==> config.mk <==
export PLATFORM = sky130hd
export DESIGN_NAME = dvp_axis_packer_flat
export DESIGN_NICKNAME = d
export VERILOG_FILES = /design/src/rtl/dvp_axis_packer_if.sv /design/src/rtl/dvp_axis_packer.sv /design/src/flat_wrapper.sv
export SDC_FILE = /design/constraint.sdc
export NUM_CORES = 1
export LEC_CHECK = 0
export BUFFER_PORTS_ARGS = -buffer_cell sky130_fd_sc_hd__buf_2
export CORE_ASPECT_RATIO = 0.9
export CORE_MARGIN = 2
export CORE_UTILIZATION = 50
export CTS_CLUSTER_DIAMETER = 50
export CTS_CLUSTER_SIZE = 16
export DETAILED_ROUTE_END_ITERATION = 10
export PLACE_DENSITY = 0.71
export SYNTH_ARGS = -nofsm -noshare
export SYNTH_HDL_FRONTEND = slang
export SYNTH_SLANG_ARGS = --single-unit
==> constraint.sdc <==
create_clock -name i_dvp_pclk -period 8.7 [get_ports i_dvp_pclk]
set_input_delay 0.87 -clock i_dvp_pclk [delete_from_list [all_inputs] [get_ports i_dvp_pclk]]
set_output_delay 0.87 -clock i_dvp_pclk [all_outputs]
set_load 0.02 [all_outputs]
==> src/rtl/dvp_axis_packer_if.sv <==
// AXI-Stream word channel between the DVP packer and the downstream FIFO.
interface dvp_axis_packer_if #(
  parameter int DATA_WIDTH = 64
);
  logic                  tvalid;
  logic                  tready;
  logic [DATA_WIDTH-1:0] tdata;
  logic                  tuser;
  logic                  tlast;

  modport master (output tvalid, tdata, tuser, tlast, input tready);
  modport slave  (input tvalid, tdata, tuser, tlast, output tready);
endinterface

==> src/rtl/dvp_axis_packer.sv <==
// DVP capture front end: frame decimation, K-beat packing into AXI-Stream words, SOF/EOL markers.
// Optional crop window enabled by defining DVP_CROP_EN.
module dvp_axis_packer #(
  parameter int P_DVP_DATA_WIDTH  = 8,
  parameter int P_AXIS_DATA_WIDTH = 64,
  parameter int P_CNT_WIDTH       = 12
) (
  input  logic                        i_dvp_pclk,
  input  logic                        i_dvp_rst,
  input  logic                        i_dvp_vsync,
  input  logic                        i_dvp_href,
  input  logic [P_DVP_DATA_WIDTH-1:0] i_dvp_data,
  input  logic                        i_dvp_ena,
  input  logic [7:0]                  i_dvp_drop_vsync,
  input  logic                        i_axis_endian,
`ifdef DVP_CROP_EN
  input  logic [P_CNT_WIDTH-1:0]      i_crop_x0,
  input  logic [P_CNT_WIDTH-1:0]      i_crop_x1,
  input  logic [P_CNT_WIDTH-1:0]      i_crop_y0,
  input  logic [P_CNT_WIDTH-1:0]      i_crop_y1,
`endif
  dvp_axis_packer_if.master           m_axis,
  output logic [15:0]                 o_frame_cnt,
  output logic [15:0]                 o_ovf_cnt
);
  localparam int K  = P_AXIS_DATA_WIDTH / P_DVP_DATA_WIDTH;
  localparam int BW = (K > 1) ? $clog2(K) : 1;

  typedef enum logic [1:0] {S_IDLE, S_SYNC, S_ACTIVE, S_SKIP} state_t;
  state_t state;

  logic                         vsync_r, vsync_q, href_r, href_q, ena_r, endian_r;
  logic [P_DVP_DATA_WIDTH-1:0]  data_r, data_q;
  logic [7:0]                   drop_r, skip;
  logic [P_AXIS_DATA_WIDTH-1:0] pack_buf, merged, tdata_q;
  logic [BW-1:0]                pack_cnt, slot;
  logic                         tvalid_q, tuser_q, tlast_q, sof_pend;
  logic                         vs_rise, vs_fall, line_end, in_win, last_kept, beat, word_done;

  always_ff @(posedge i_dvp_pclk or posedge i_dvp_rst) begin
    if (i_dvp_rst) begin
      vsync_r  <= 1'b0;
      vsync_q  <= 1'b0;
      href_r   <= 1'b0;
      href_q   <= 1'b0;
      data_r   <= '0;
      data_q   <= '0;
      ena_r    <= 1'b0;
      endian_r <= 1'b0;
      drop_r   <= '0;
    end else begin
      vsync_r  <= i_dvp_vsync;
      vsync_q  <= vsync_r;
      href_r   <= i_dvp_href;
      href_q   <= href_r;
      data_r   <= i_dvp_data;
      data_q   <= data_r;
      ena_r    <= i_dvp_ena;
      endian_r <= i_axis_endian;
      drop_r   <= i_dvp_drop_vsync;
    end
  end

  // Beats are consumed from the second stage so the first stage acts as
  // one-beat lookahead: a beat is the last of its line when href_r is low.
  assign vs_rise  = vsync_r & ~vsync_q;
  assign vs_fall  = ~vsync_r & vsync_q;
  assign line_end = href_q & ~href_r;

`ifdef DVP_CROP_EN
  logic [P_CNT_WIDTH-1:0] x0_r, x1_r, y0_r, y1_r, col, line_idx;

  always_ff @(posedge i_dvp_pclk or posedge i_dvp_rst) begin
    if (i_dvp_rst) begin
      x0_r     <= '0;
      x1_r     <= '0;
      y0_r     <= '0;
      y1_r     <= '0;
      col      <= '0;
      line_idx <= '0;
    end else begin
      x0_r <= i_crop_x0;
      x1_r <= i_crop_x1;
      y0_r <= i_crop_y0;
      y1_r <= i_crop_y1;
      if (href_r && !href_q)
        col <= '0;
      else if (href_q && col != '1)
        col <= col + P_CNT_WIDTH'(1);
      if (vs_fall)
        line_idx <= '0;
      else if (line_end && line_idx != '1)
        line_idx <= line_idx + P_CNT_WIDTH'(1);
    end
  end

  assign in_win    = (col >= x0_r) && (col <= x1_r) && (line_idx >= y0_r) && (line_idx <= y1_r);
  assign last_kept = in_win && (line_end || col == x1_r);
`else
  assign in_win    = 1'b1;
  assign last_kept = line_end;
`endif

  assign beat      = href_q && (state == S_ACTIVE) && !vs_rise && in_win;
  assign slot      = endian_r ? (BW'(K - 1) - pack_cnt) : pack_cnt;
  assign word_done = beat && ((pack_cnt == BW'(K - 1)) || last_kept);

  always_comb begin
    merged = pack_buf;
    merged[int'(slot) * P_DVP_DATA_WIDTH +: P_DVP_DATA_WIDTH] = data_q;
  end

  always_ff @(posedge i_dvp_pclk or posedge i_dvp_rst) begin
    if (i_dvp_rst) begin
      state       <= S_IDLE;
      skip        <= '0;
      o_frame_cnt <= '0;
    end else if (vs_rise) begin
      if (state == S_ACTIVE)
        o_frame_cnt <= o_frame_cnt + 16'd1;
      if (!ena_r)
        state <= S_IDLE;
      else begin
        case (state)
          S_IDLE:   state <= S_SYNC;
          S_SYNC:   state <= S_SYNC;
          S_ACTIVE: state <= (skip != 8'd0) ? S_SKIP : S_SYNC;
          S_SKIP: begin
            skip <= skip - 8'd1;
            if (skip == 8'd1)
              state <= S_SYNC;
          end
          default:  state <= S_IDLE;
        endcase
      end
    end else if (vs_fall && state == S_SYNC) begin
      state <= S_ACTIVE;
      skip  <= drop_r;
    end
  end

  always_ff @(posedge i_dvp_pclk or posedge i_dvp_rst) begin
    if (i_dvp_rst) begin
      pack_buf  <= '0;
      pack_cnt  <= '0;
      tvalid_q  <= 1'b0;
      tdata_q   <= '0;
      tuser_q   <= 1'b0;
      tlast_q   <= 1'b0;
      sof_pend  <= 1'b0;
      o_ovf_cnt <= '0;
    end else begin
      if (vs_rise || state != S_ACTIVE || word_done) begin
        pack_buf <= '0;
        pack_cnt <= '0;
      end else if (beat) begin
        pack_buf <= merged;
        pack_cnt <= pack_cnt + BW'(1);
      end

      if (state == S_SYNC && vs_fall)
        sof_pend <= 1'b1;

      // A dropped word leaves sof_pend set so the frame marker rides on the next word.
      if (word_done && (!tvalid_q || m_axis.tready)) begin
        tvalid_q <= 1'b1;
        tdata_q  <= merged;
        tuser_q  <= sof_pend;
        tlast_q  <= last_kept;
        sof_pend <= 1'b0;
      end else if (word_done) begin
        if (o_ovf_cnt != '1)
          o_ovf_cnt <= o_ovf_cnt + 16'd1;
      end else if (tvalid_q && m_axis.tready) begin
        tvalid_q <= 1'b0;
        tuser_q  <= 1'b0;
      end
    end
  end

  assign m_axis.tvalid = tvalid_q;
  assign m_axis.tdata  = tdata_q;
  assign m_axis.tuser  = tuser_q;
  assign m_axis.tlast  = tlast_q;
endmodule

==> src/flat_wrapper.sv <==
// flat-port wrapper written by rule: the top's interface ports become plain ports
module dvp_axis_packer_flat 
#(
  parameter int P_DVP_DATA_WIDTH  = 8,
  parameter int P_AXIS_DATA_WIDTH = 64,
  parameter int P_CNT_WIDTH       = 12
)
  (i_dvp_pclk, i_dvp_rst, i_dvp_vsync, i_dvp_href, i_dvp_data, i_dvp_ena, i_dvp_drop_vsync, i_axis_endian, o_frame_cnt, o_ovf_cnt, m_axis_tvalid, m_axis_tdata, m_axis_tuser, m_axis_tlast, m_axis_tready);
  dvp_axis_packer_if #(.DATA_WIDTH((64))) m_axis_i ();
  input  logic i_dvp_pclk;
  input  logic i_dvp_rst;
  input  logic i_dvp_vsync;
  input  logic i_dvp_href;
  input  logic [P_DVP_DATA_WIDTH-1:0] i_dvp_data;
  input  logic i_dvp_ena;
  input  logic [7:0] i_dvp_drop_vsync;
  input  logic i_axis_endian;
  output logic [15:0] o_frame_cnt;
  output logic [15:0] o_ovf_cnt;
  output wire logic [$bits(m_axis_i.tvalid)-1:0] m_axis_tvalid;
  output wire logic [$bits(m_axis_i.tdata)-1:0] m_axis_tdata;
  output wire logic [$bits(m_axis_i.tuser)-1:0] m_axis_tuser;
  output wire logic [$bits(m_axis_i.tlast)-1:0] m_axis_tlast;
  input wire logic [$bits(m_axis_i.tready)-1:0] m_axis_tready;
  assign m_axis_tvalid = m_axis_i.tvalid;
  assign m_axis_tdata = m_axis_i.tdata;
  assign m_axis_tuser = m_axis_i.tuser;
  assign m_axis_tlast = m_axis_i.tlast;
  assign m_axis_i.tready = m_axis_tready;
  dvp_axis_packer #(.P_DVP_DATA_WIDTH(P_DVP_DATA_WIDTH), .P_AXIS_DATA_WIDTH(P_AXIS_DATA_WIDTH), .P_CNT_WIDTH(P_CNT_WIDTH)) u_core (.i_dvp_pclk(i_dvp_pclk), .i_dvp_rst(i_dvp_rst), .i_dvp_vsync(i_dvp_vsync), .i_dvp_href(i_dvp_href), .i_dvp_data(i_dvp_data), .i_dvp_ena(i_dvp_ena), .i_dvp_drop_vsync(i_dvp_drop_vsync), .i_axis_endian(i_axis_endian), .m_axis(m_axis_i), .o_frame_cnt(o_frame_cnt), .o_ovf_cnt(o_ovf_cnt));
endmodule
==> summary.md <==
| Metric | Value |
|---|---|
| Outcome | `finished, final reports clean` |
| Clk sink count | `207` |
| Global Route Usage Sum | `20.43%` |
| Worst-Margin Slew | `1.151 ns` |
| Share of flip-flops with an asynchronous set or reset | `100.0%` |
| Setup TNS | `0 ns` |
| Seq/Total Area, Yosys | `58.78%` |
| Initial DRT Pass Iterations | `5` |
| Initial antenna violation count | `0` |
| R2R Path Start | `u_core.pack_cnt[0]` |
| Vias in the first global route | `5869` |
| TritonCTS clock tree | `built` |
| Vias/cell | `5.393` |
| RSZ-0062 raised after global routing | `no` |
| Global-route wire length before repair | `30.55 mm` |
| Dominant cells by area after synthesis | `dfrtp_1 59%, mux2i_1 5.6%, nand2_1 4.7%, o21ai_0 3.4%, o2bb2ai_1 3.2%` |
| CTS Root Cell | `clkbuf_16` |
| Post-synth top cells | `207 x dfrtp_1, 110 x nand2_1, 60 x o21ai_0, 49 x mux2i_1, 38 x nor2_1` |
| Largest net degree at the start of global routing | `130` |
| Grt ovf | `0` |
| Netlist Area Pre-Place | `0.008812 sq mm` |
| Crit-path max FO | `10` |
| Leak pwr | `4.916 nW` |
| Initial drt markers | `487` |
| Initial Util | `50.53%` |
| Clk buf depth | `3` |
| Die area | `0.01870 sq mm` |
| Fin cells | `1136` |
| Final setup violation count | `0` |
| Min-Delay Endpoint | `u_core.data_q[7]` |
| Main synth FF type | `dfrtp_1` |
| WL per Instance | `16.44 um` |
| Synth Register Bits | `207` |
| Worst vdd ir | `0.1518 mV` |
| # IOs | `122` |
| Diodes inserted | `0` |
| Syn_area_per_cell | `11.41 sq um` |
| Layout Skew | `0.01291 ns` |
| Routed wire length | `18.68 mm` |
| R2R cell count | `7` |
| Reg2reg end | `u_core.pack_buf[37]` |
| CTS resizes | `0` |
| Layout Area Growth over Synthesis | `17.38%` |
| Hold Path Class | `register to register` |
| Core ar. | `0.01744 sq mm` |
| Post-DRT Antenna Nets | `0` |
| R2r setup slk | `5.41 ns` |
| Final Hold Viols | `0` |
| Total number of vias | `6126` |
| Worst EP required | `9.12 ns` |
| Slew HR | `23.11%` |
| Cells after Synth | `772` |
| Hold-fix buffers, CTS | `0` |
| CP Launch Type | `register` |
| FMAX | `0.3039 GHz` |
| Std-Cell Rows | `46` |
| Filler Cell Count | `1476` |
| Die height | `129.9 um` |
| Buffers on Ports | `121` |
| Crit path DAT | `3.71 ns` |
| DRC | `0` |
| Warnings, synthesis | `0` |
| Synth top area share | `58.78%` |
| Max-capacitance violation count | `0` |
| RePlAce Congestion | `0.8141` |
| CP Class | `register to register` |
| Post-synth EDFFs | `0` |
| Hold path depth | `0` |
| Number of H-tree levels | `1` |
| Cts bufs inserted | `23` |
| Most frequent cell after synthesis | `dfrtp_1` |
| Hold path startpoint | `u_core.data_r[7]` |
| Post-DP HPWL | `12.14 mm` |
| Share of cells above drive strength 1 | `21.99%` |
| Synth cell types | `59` |
| Placed cells | `1096` |
| Syn_nets | `803` |
| Power per cell area | `225.8 mW/mm^2` |
| Kind of end point of the critical path | `register` |
| Final min period | `3.291 ns` |
| Clk slew on worst S/H paths | `0.06 ns` |
| Die Wd | `143.9 um` |
| Final Slew Violations | `0` |
| Setup Fix Bufs, Post-CTS | `0` |
| Final Cycle Share | `37.82%` |
| Worst skew pair latency | `0.50 ns` |
| Final Net Count | `912` |
| Top cell type by total area after synthesis | `dfrtp_1` |
[worst max-delay path by stage]
stage	cells after the start	end	start	slack, ns
floorplan	1	u_core.data_q[0]	i_dvp_rst	2.18
global route	7	u_core.pack_buf[37]	u_core.pack_cnt[0]	5.10
finish	7	u_core.pack_buf[37]	u_core.pack_cnt[0]	5.41
global placement	7	u_core.pack_buf[37]	u_core.pack_cnt[0]	5.52
CTS	7	u_core.pack_buf[33]	u_core.pack_cnt[0]	5.41
detailed placement	7	u_core.pack_buf[36]	u_core.pack_cnt[0]	5.42
[power by group]
group	total [mW]	switching (mW)	internal, mW
Combinational	0.269	0.182	0.0878
Clock	0.983	0.420	0.563
Sequential	1.08	0.0588	1.02
[placed cells by master, fill, tap and decap left out, drive strengths merged, types with 5 or more instances in the layout]
master	synthesis	routed
nand2b	6	6
clkbuf	19	24
a22o	26	26
nor2	41	41
buf	21	124
nand4	9	9
mux2i	49	49
o2bb2ai	40	40
and2	10	10
a21oi	26	26
nand2	111	111
and4	5	5
dfrtp	207	207
xnor2	21	21
xor2	10	10
nor3	5	5
ha	8	8
clkinv	0	5
inv	8	14
nand3	14	14
o21ai	85	85
and3	9	9
[area by class of cell]
| cell class | instances | area, sq um | share of cell area, % |
|---|---|---|---|
| well taps | 240 | 300.3 | 2.903 |
| clock buffers | 24 | 579.3 | 5.601 |
| inverters | 8 | 37.54 | 0.3629 |
| repair buffers | 124 | 628.1 | 6.072 |
| flip-flops and latches | 207 | 5180 | 50.08 |
| multi-input cells | 517 | 3422 | 33.08 |
| clock inverters | 16 | 196.4 | 1.899 |
[routing by layer]
layer,vias to the layer above,share of wire (%),global-route usage [%]
met5,-,0,0
met4,0,2.2,5.248
met3,32,6.3,4.440
met2,179,43,29.83
met1,2956,49,31.23
li1,2959,-,-
[stage by stage]
| stage | hold WS [ns] | area [sq um] | total power [mW] | worst slack, ns | utilization (%) |
|---|---|---|---|---|---|
| after floorplan | 0.3312 | 8812 | 1.282 | 2.178 | - |
| after global placement | 0.3348 | 9568 | 1.365 | 5.525 | 54.86 |
| after detailed placement | 0.3363 | 9568 | 1.370 | 5.425 | 54.86 |
| after CTS | 0.3510 | 10340 | 2.361 | 5.413 | 59.31 |
| after global routing | 0.3591 | 10340 | 2.444 | 5.102 | 59.31 |
| final | 0.3498 | 10340 | 2.335 | 5.409 | 59.31 |
[cells by family (layout without fill, tap and decap cells)]
kind of cell    after synthesis  in the layout  share of synthesized area, %
xor+xnor                     31             31                         3.294
fa+ha+maj                     8              8                         1.136
mux                          53             53                         6.077
simple gates                234            234                         13.01
flops                       207            207                         58.78
compound gates              191            191                         15.11
buf+inv                      48            172                         2.598
[flip-flops by register name (all words and copies together), names as in the netlist, 2 cells and up]
signal / flops
u_core.data_q: 8
u_core.data_r: 8
u_core.drop_r: 8
u_core.m_axis.tdata: 64
u_core.o_frame_cnt: 16
u_core.o_ovf_cnt: 16
u_core.pack_buf: 64
u_core.pack_cnt: 3
u_core.skip: 8
u_core.state: 2
[critical path, cell delays in order (launching register included)]
cell and delay, ns:
dfrtp_1 0.51, or2_1 0.30, o21ai_0 0.25, ha_1 0.25, nor3b_1 0.29, nor2b_1 0.95
nand2_1 0.42, o2bb2ai_1 0.25
(Power assumes the default switching activity.)
